`src/rtl/uart_frame_sched.sv`:
```
// -----------------------------------------------------------------------------
// uart_frame_sched
//   Frame scheduler and ROM-handshake controller for the RS485 UART transmitter.
//   It raises RQ once per frame period, steps the frame index `cycle` that the
//   transmitter uses to address the ROM, answers per-byte ROM requests with a
//   read strobe and a delayed ack, and flags transmitter timeouts and
//   frame-period overruns.
//
// Ports
//   clk        in   system clock
//   reset      in   asynchronous active-low reset
//   en         in   scheduler enable; low forces idle and clears errors
//   full       in   transmitter frame-complete flag (edgeTx domain)
//   rqRom      in   transmitter ROM request (edgeTx domain)
//   RQ         out  transfer request to the transmitter (level)
//   ack        out  ROM data-valid acknowledge (level)
//   romRd      out  one-clk ROM read strobe
//   cycle      out  current frame index, 0..CYCLES-1
//   busy       out  main FSM not in IDLE
//   frameDone  out  one-clk pulse at the end of each completed frame
//   superDone  out  one-clk pulse when cycle wraps CYCLES-1 -> 0
//   err        out  sticky flags: [0] timeout, [1] overrun
//
// Main FSM
//   state      | meaning
//   S_IDLE     | waiting for the frame tick
//   S_ARM      | RQ raised, watchdog running
//   S_WAITFULL | RQ held, waiting for synchronized full or timeout
//   S_DROP     | RQ released, waiting for full to clear, then advance cycle
//   S_ABORT    | timed out, RQ released, waiting for full to clear
//
// ROM handshake FSM
//   state      | meaning
//   H_IDLE     | waiting for a qualified rqRom rise
//   H_LAT      | counting ROM read latency
//   H_ACK      | ack held until rqRom is released
// -----------------------------------------------------------------------------
`timescale 1ns/1ps

module uart_frame_sched #(
  parameter logic [5:0]  CYCLES  = 6'd48,
  parameter logic [15:0] PERIOD  = 16'd1000,
  parameter logic [2:0]  ROM_LAT = 3'd2,
  parameter logic [15:0] TIMEOUT = 16'd4000
) (
  input  logic       clk,
  input  logic       reset,
  input  logic       en,
  input  logic       full,
  input  logic       rqRom,
  output logic       RQ,
  output logic       ack,
  output logic       romRd,
  output logic [5:0] cycle,
  output logic       busy,
  output logic       frameDone,
  output logic       superDone,
  output logic [1:0] err
);

  typedef enum logic [2:0] {
    S_IDLE, S_ARM, S_WAITFULL, S_DROP, S_ABORT
  } main_state_t;

  typedef enum logic [1:0] {
    H_IDLE, H_LAT, H_ACK
  } hs_state_t;

  // ---------------------------------------------------------------------------
  // Input synchronizers
  // ---------------------------------------------------------------------------
  logic full_m, full_s;
  logic rq_m, rq_s, rq_s_d;
  logic rq_rise;

  always_ff @(posedge clk or negedge reset) begin
    if (!reset) begin
      full_m <= 1'b0;
      full_s <= 1'b0;
      rq_m   <= 1'b0;
      rq_s   <= 1'b0;
      rq_s_d <= 1'b0;
    end else begin
      full_m <= full;
      full_s <= full_m;
      rq_m   <= rqRom;
      rq_s   <= rq_m;
      rq_s_d <= rq_s;
    end
  end

  assign rq_rise = rq_s & ~rq_s_d;

  // ---------------------------------------------------------------------------
  // Frame timer
  // ---------------------------------------------------------------------------
  logic [15:0] timer;
  logic        tick;

  assign tick = (timer == PERIOD - 16'd1);

  always_ff @(posedge clk or negedge reset) begin
    if (!reset) begin
      timer <= 16'd0;
    end else if (!en || tick) begin
      timer <= 16'd0;
    end else begin
      timer <= timer + 16'd1;
    end
  end

  // ---------------------------------------------------------------------------
  // Main FSM
  // ---------------------------------------------------------------------------
  main_state_t state, state_n;
  logic [15:0] wdog, wdog_n;
  logic        rq_n, fd_n, sd_n;
  logic [5:0]  cycle_n;
  logic [1:0]  err_n;

  always_ff @(posedge clk or negedge reset) begin
    if (!reset) begin
      state     <= S_IDLE;
      wdog      <= 16'd0;
      RQ        <= 1'b0;
      frameDone <= 1'b0;
      superDone <= 1'b0;
      cycle     <= 6'd0;
      err       <= 2'b00;
    end else begin
      state     <= state_n;
      wdog      <= wdog_n;
      RQ        <= rq_n;
      frameDone <= fd_n;
      superDone <= sd_n;
      cycle     <= cycle_n;
      err       <= err_n;
    end
  end

  // The watchdog is held at 0 in IDLE and counts from the clock RQ rises, so
  // the terminal compare in WAITFULL lands exactly TIMEOUT clks after RQ rise.
  always_comb begin
    state_n = state;
    wdog_n  = wdog;
    rq_n    = RQ;
    fd_n    = 1'b0;
    sd_n    = 1'b0;
    cycle_n = cycle;
    err_n   = err;

    case (state)
      S_IDLE: begin
        wdog_n = 16'd0;
        if (tick) begin
          state_n = S_ARM;
          rq_n    = 1'b1;
        end
      end
      S_ARM: begin
        wdog_n  = wdog + 16'd1;
        rq_n    = 1'b1;
        state_n = S_WAITFULL;
      end
      S_WAITFULL: begin
        wdog_n = wdog + 16'd1;
        // full wins over a coincident watchdog terminal count
        if (full_s) begin
          state_n = S_DROP;
          rq_n    = 1'b0;
        end else if (wdog == TIMEOUT - 16'd1) begin
          err_n[0] = 1'b1;
          state_n  = S_ABORT;
          rq_n     = 1'b0;
        end
      end
      S_DROP: begin
        rq_n = 1'b0;
        if (!full_s) begin
          fd_n    = 1'b1;
          state_n = S_IDLE;
          if (cycle == CYCLES - 6'd1) begin
            cycle_n = 6'd0;
            sd_n    = 1'b1;
          end else begin
            cycle_n = cycle + 6'd1;
          end
        end
      end
      S_ABORT: begin
        rq_n = 1'b0;
        if (!full_s) begin
          state_n = S_IDLE;
        end
      end
      default: begin
        state_n = S_IDLE;
        rq_n    = 1'b0;
      end
    endcase

    // A tick outside IDLE is dropped, not queued.
    if (tick && (state != S_IDLE)) begin
      err_n[1] = 1'b1;
    end

    if (!en) begin
      state_n = S_IDLE;
      wdog_n  = 16'd0;
      rq_n    = 1'b0;
      fd_n    = 1'b0;
      sd_n    = 1'b0;
      cycle_n = cycle;
      err_n   = 2'b00;
    end
  end

  assign busy = (state != S_IDLE);

  // ---------------------------------------------------------------------------
  // ROM handshake FSM
  // ---------------------------------------------------------------------------
  hs_state_t hs, hs_n;
  logic [2:0] lat, lat_n;
  logic       ack_n, rd_n;

  always_ff @(posedge clk or negedge reset) begin
    if (!reset) begin
      hs    <= H_IDLE;
      lat   <= 3'd0;
      ack   <= 1'b0;
      romRd <= 1'b0;
    end else begin
      hs    <= hs_n;
      lat   <= lat_n;
      ack   <= ack_n;
      romRd <= rd_n;
    end
  end

  always_comb begin
    hs_n  = hs;
    lat_n = lat;
    ack_n = ack;
    rd_n  = 1'b0;

    case (hs)
      H_IDLE: begin
        // RQ is high only in ARM/WAITFULL, so this also rejects stray requests
        if (rq_rise && RQ) begin
          rd_n  = 1'b1;
          lat_n = 3'd0;
          hs_n  = H_LAT;
        end
      end
      H_LAT: begin
        lat_n = lat + 3'd1;
        if (lat == ROM_LAT - 3'd1) begin
          ack_n = 1'b1;
          hs_n  = H_ACK;
        end
      end
      H_ACK: begin
        if (!rq_s) begin
          ack_n = 1'b0;
          hs_n  = H_IDLE;
        end
      end
      default: begin
        hs_n  = H_IDLE;
        ack_n = 1'b0;
      end
    endcase

    if (!en) begin
      hs_n  = H_IDLE;
      lat_n = 3'd0;
      ack_n = 1'b0;
      rd_n  = 1'b0;
    end
  end

endmodule

```
`config.mk`:
```
export PLATFORM = sky130hd
export DESIGN_NAME = uart_frame_sched
export DESIGN_NICKNAME = d
export VERILOG_FILES = /design/src/rtl/uart_frame_sched.sv
export SDC_FILE = /design/constraint.sdc
export NUM_CORES = 1
export LEC_CHECK = 0
export BUFFER_PORTS_ARGS = -buffer_cell sky130_fd_sc_hd__buf_4
export CAP_MARGIN = 5
export CORE_MARGIN = 4
export CORE_UTILIZATION = 35
export CTS_CLUSTER_SIZE = 12
export DETAILED_ROUTE_END_ITERATION = 8
export HOLD_SLACK_MARGIN = 0.15
export SLEW_MARGIN = 20
export SYNTH_ARGS = -nofsm -noshare
export SYNTH_HDL_FRONTEND = slang
export SYNTH_SLANG_ARGS = --single-unit
```
`constraint.sdc`:
```
create_clock -name clk -period 2 [get_ports clk]
set_input_delay 0.3 -clock clk [delete_from_list [all_inputs] [get_ports clk]]
set_output_delay 0.3 -clock clk [all_outputs]
set_load 0.05 [all_outputs]
```
==> impl_metrics.ini <==
[outcome]
status = complete, but fails checks
failed_checks = setup timing

[logic_synthesis]
postSynthAreaPerCell_um2 = 9.903
mappedNetlistArea_mm2 = 0.002783
synth_largest_area_cell = dfrtp_1
synth-edff-count = 0
synth.top_cell.area_share_pct = 52.16
ys_ff_latch = 58
ys_top_cells_by_count = dfrtp_1, nor2_1, nand2_1, xnor2_1, nand3_1
synth.area.top_cells = dfrtp_1, xnor2_1, nor2_1
mappedNetlistNets = 291
postSynth.asyncResetShare_pct = 100.0
synth.yosys.warnings = 0
synth-seq-area-share_pct = 52.16
number_of_standard_cells_after_synthesis = 281
synthDistinctLibCells = 48
ys.flop_type = dfrtp_1
yosysMostFrequentCell = dfrtp_1

[floorplanning]
floorplan.die_area_mm2 = 0.009441
io_pins = 19
fp.dieW_um = 97.17
core_region_area_mm2 = 0.007727
floorplan.rows = 32
floorplan.initialDensity_pct = 36.01
fp.dieH_um = 97.17

[grt]
gr-total-overflow = 0
grt_antenna_before_repair = 0
grt_start_max_net_pins = 59
grt_pass1_wl_um = 9880
grt_pass1_vias = 2138
grtUsageTotal_pct = 12.70

[cts]
master_cell_of_the_clock_root_buffer = clkbuf_8
cts.sinks = 58
h-tree-depth = 3
worstSkewPairLatency_ps = 330
clk_path_buf_depth = 2
tritoncts = done
cts-buffers-inserted = 9
clkTransAtPathRegs_ps = 70

[detailed_routing]
wl_per_cell_um = 12.92
drc = 0
drt_iter0_markers = 133
route.detailed.vias_per_inst = 4.977
dr_total_vias = 2150
firstDrtPassIters = 4
residual_antenna_violating_net_count_after_detailed_routing = 0
route.final.wire_length_um = 5582

[setup_path]
crit_path_max_fanout = 5
worst_setup_path_start_kind = flop
crit_buf_inv = 0
critPathArrivalTime_ps = 2260
slowest_stage = or4_4
critical_path.cell_chain = or4_1, or4_4, or3_4, a21oi_2
endpoint_kind = flop
cp_top_family = simple AND/OR/NAND/NOR gates
cp_slowest_stage_delay_ps = 570
critPathRequiredTime_ps = 2250
critical_path_class = flop to flop

[power]
worst_ir_drop_vdd_v = 0.0003651
power.static_leakage_nw = 1.469
cellPowerDensity_mw_per_mm2 = 667.0

[finish]
combined_area_of_the_multi_input_logic_cells_mm2 = 0.001266
sequential_cell_area_mm2 = 0.001451
area_added_between_synthesis_and_finish_pct = 22.48
finalNonFillerCells = 432
antenna_cells_inserted = 0
drive_above_1_share_pct = 19.39
finalNetCount = 336
fillCellCount = 760

[sta]
post-route-worst-setup-slack_ps = -8.580
layout_worst_path_cycle_share_pct = 100.4
final.setup_skew_ps = 8.771
finalWorstPathRequiredPeriod_ps = 2009
worst_slew_margin_rel_pct = 51.29
report.final.slew_viol_count = 0
max_frequency_mhz = 497.9
setup_viol = 1
worst-slew-pin-transition_ps = 730.6
finalHoldViolations = 0
unrepaired_setup_endpoints_after_global_routing = true

[place]
place_ws_ps = 10.79
globalplace.congestion = 0.7733
detailed_place_hpwl_um = 3855
placed_cells = 411
port_buffers = 18

[job]
max_capacitance_violation_total = 0

[hold_path]
hold_path.class = primary input to flop
[through the flow]
| stage | util (%) | cell area [um2] | TNS [ps] | total power, W | hold WS, ps |
|---|---|---|---|---|---|
| final | 44.11 | 3408 | -8.580 | 0.002273 | 281.8 |
| after global routing | 44.11 | 3408 | -41.38 | 0.002381 | 280.4 |
| after CTS | 43.80 | 3385 | 0 | 0.002311 | 270.1 |
| after detailed placement | 40.85 | 3157 | 0 | 0.001283 | 344.0 |
| after global placement | 40.85 | 3157 | 0 | 0.001281 | 336.2 |
| after floorplan | - | 2783 | 0 | 0.001236 | 4.409 |
[worst paths after layout]
| check | end | cells after the start | from | slack [ps] |
|---|---|---|---|---|
| hold / removal | err[1] | 2 | en | 280 |
| max in group asynchronous | wdog[3] | 2 | reset | 930 |
| setup reg to reg | state[0] | 4 | timer[4] | -9 |
| setup / recovery | state[0] | 4 | timer[4] | -9 |
| min in group asynchronous | hs[0] | 2 | reset | 560 |
| hold reg to reg | full_s | 0 | full_m | 360 |
[what timing repair did]
action | CTS | global route
hold endpoints to repair | 60 | 0
pin swaps | 3 | 1
gates resized for setup | 0 | 2
setup endpoints to repair | 1 | 1
buffers inserted | 1 | 2
hold buffers | 3 | 0
[worst reg2reg max path, stage by stage (launching register included)]
cell and delay (ps):
dfrtp_1 390, or4_1 520, or4_4 570, or3_4 350
a21oi_2 120
[state kept, by name, summed over array words and instances, names as in the netlist, 2 cells and up]
name	cells
state	3
cycle	6
wdog	16
lat	3
timer	16
hs	2
err	2
[per-layer routing]
metal	vias to the layer above	part of all wire (%)	track usage, %
li1	1078	-	-
met3	8	3.7	4.307
met4	0	1.2	3.564
met2	27	47	20.33
met5	-	0	0
met1	1037	48	16.39
[final cells by class]
| class | count | share of cell area [%] |
|---|---|---|
| clock buffer | 14 | 5.360 |
| tap | 102 | 3.744 |
| sequential | 58 | 42.58 |
| timing repair buffer | 41 | 9.618 |
| clock inverter | 1 | 0.2203 |
| multi-input combinational | 204 | 37.15 |
| inverter | 12 | 1.322 |
[cells in the final DEF, fill, tap and decap left out, drive strengths merged, types with 6 or more instances in the layout]
| master | count |
|---|---|
| clkbuf | 14 |
| nand4 | 8 |
| buf | 38 |
| nand3 | 14 |
| or4 | 7 |
| a21oi | 13 |
| inv | 12 |
| xnor2 | 20 |
| dfrtp | 58 |
| nand2 | 23 |
| nor4 | 6 |
| nor2 | 34 |
| o21ai | 9 |
[cell families after synthesis]
group / Yosys count / share of synthesized area [%]
xor+xnor: 24 / 7.554
mux: 3 / 1.169
flops: 58 / 52.16
compound gates: 45 / 10.48
buf+inv: 19 / 2.653
fa+ha+maj: 5 / 2.248
simple gates: 127 / 23.74
[power breakdown]
group | switching [W] | internal, W
clock network | 0.000431 | 0.000579
registers | 0.00000766 | 0.00118
logic | 0.0000462 | 0.0000252
Power figures use the tool's default switching activity.
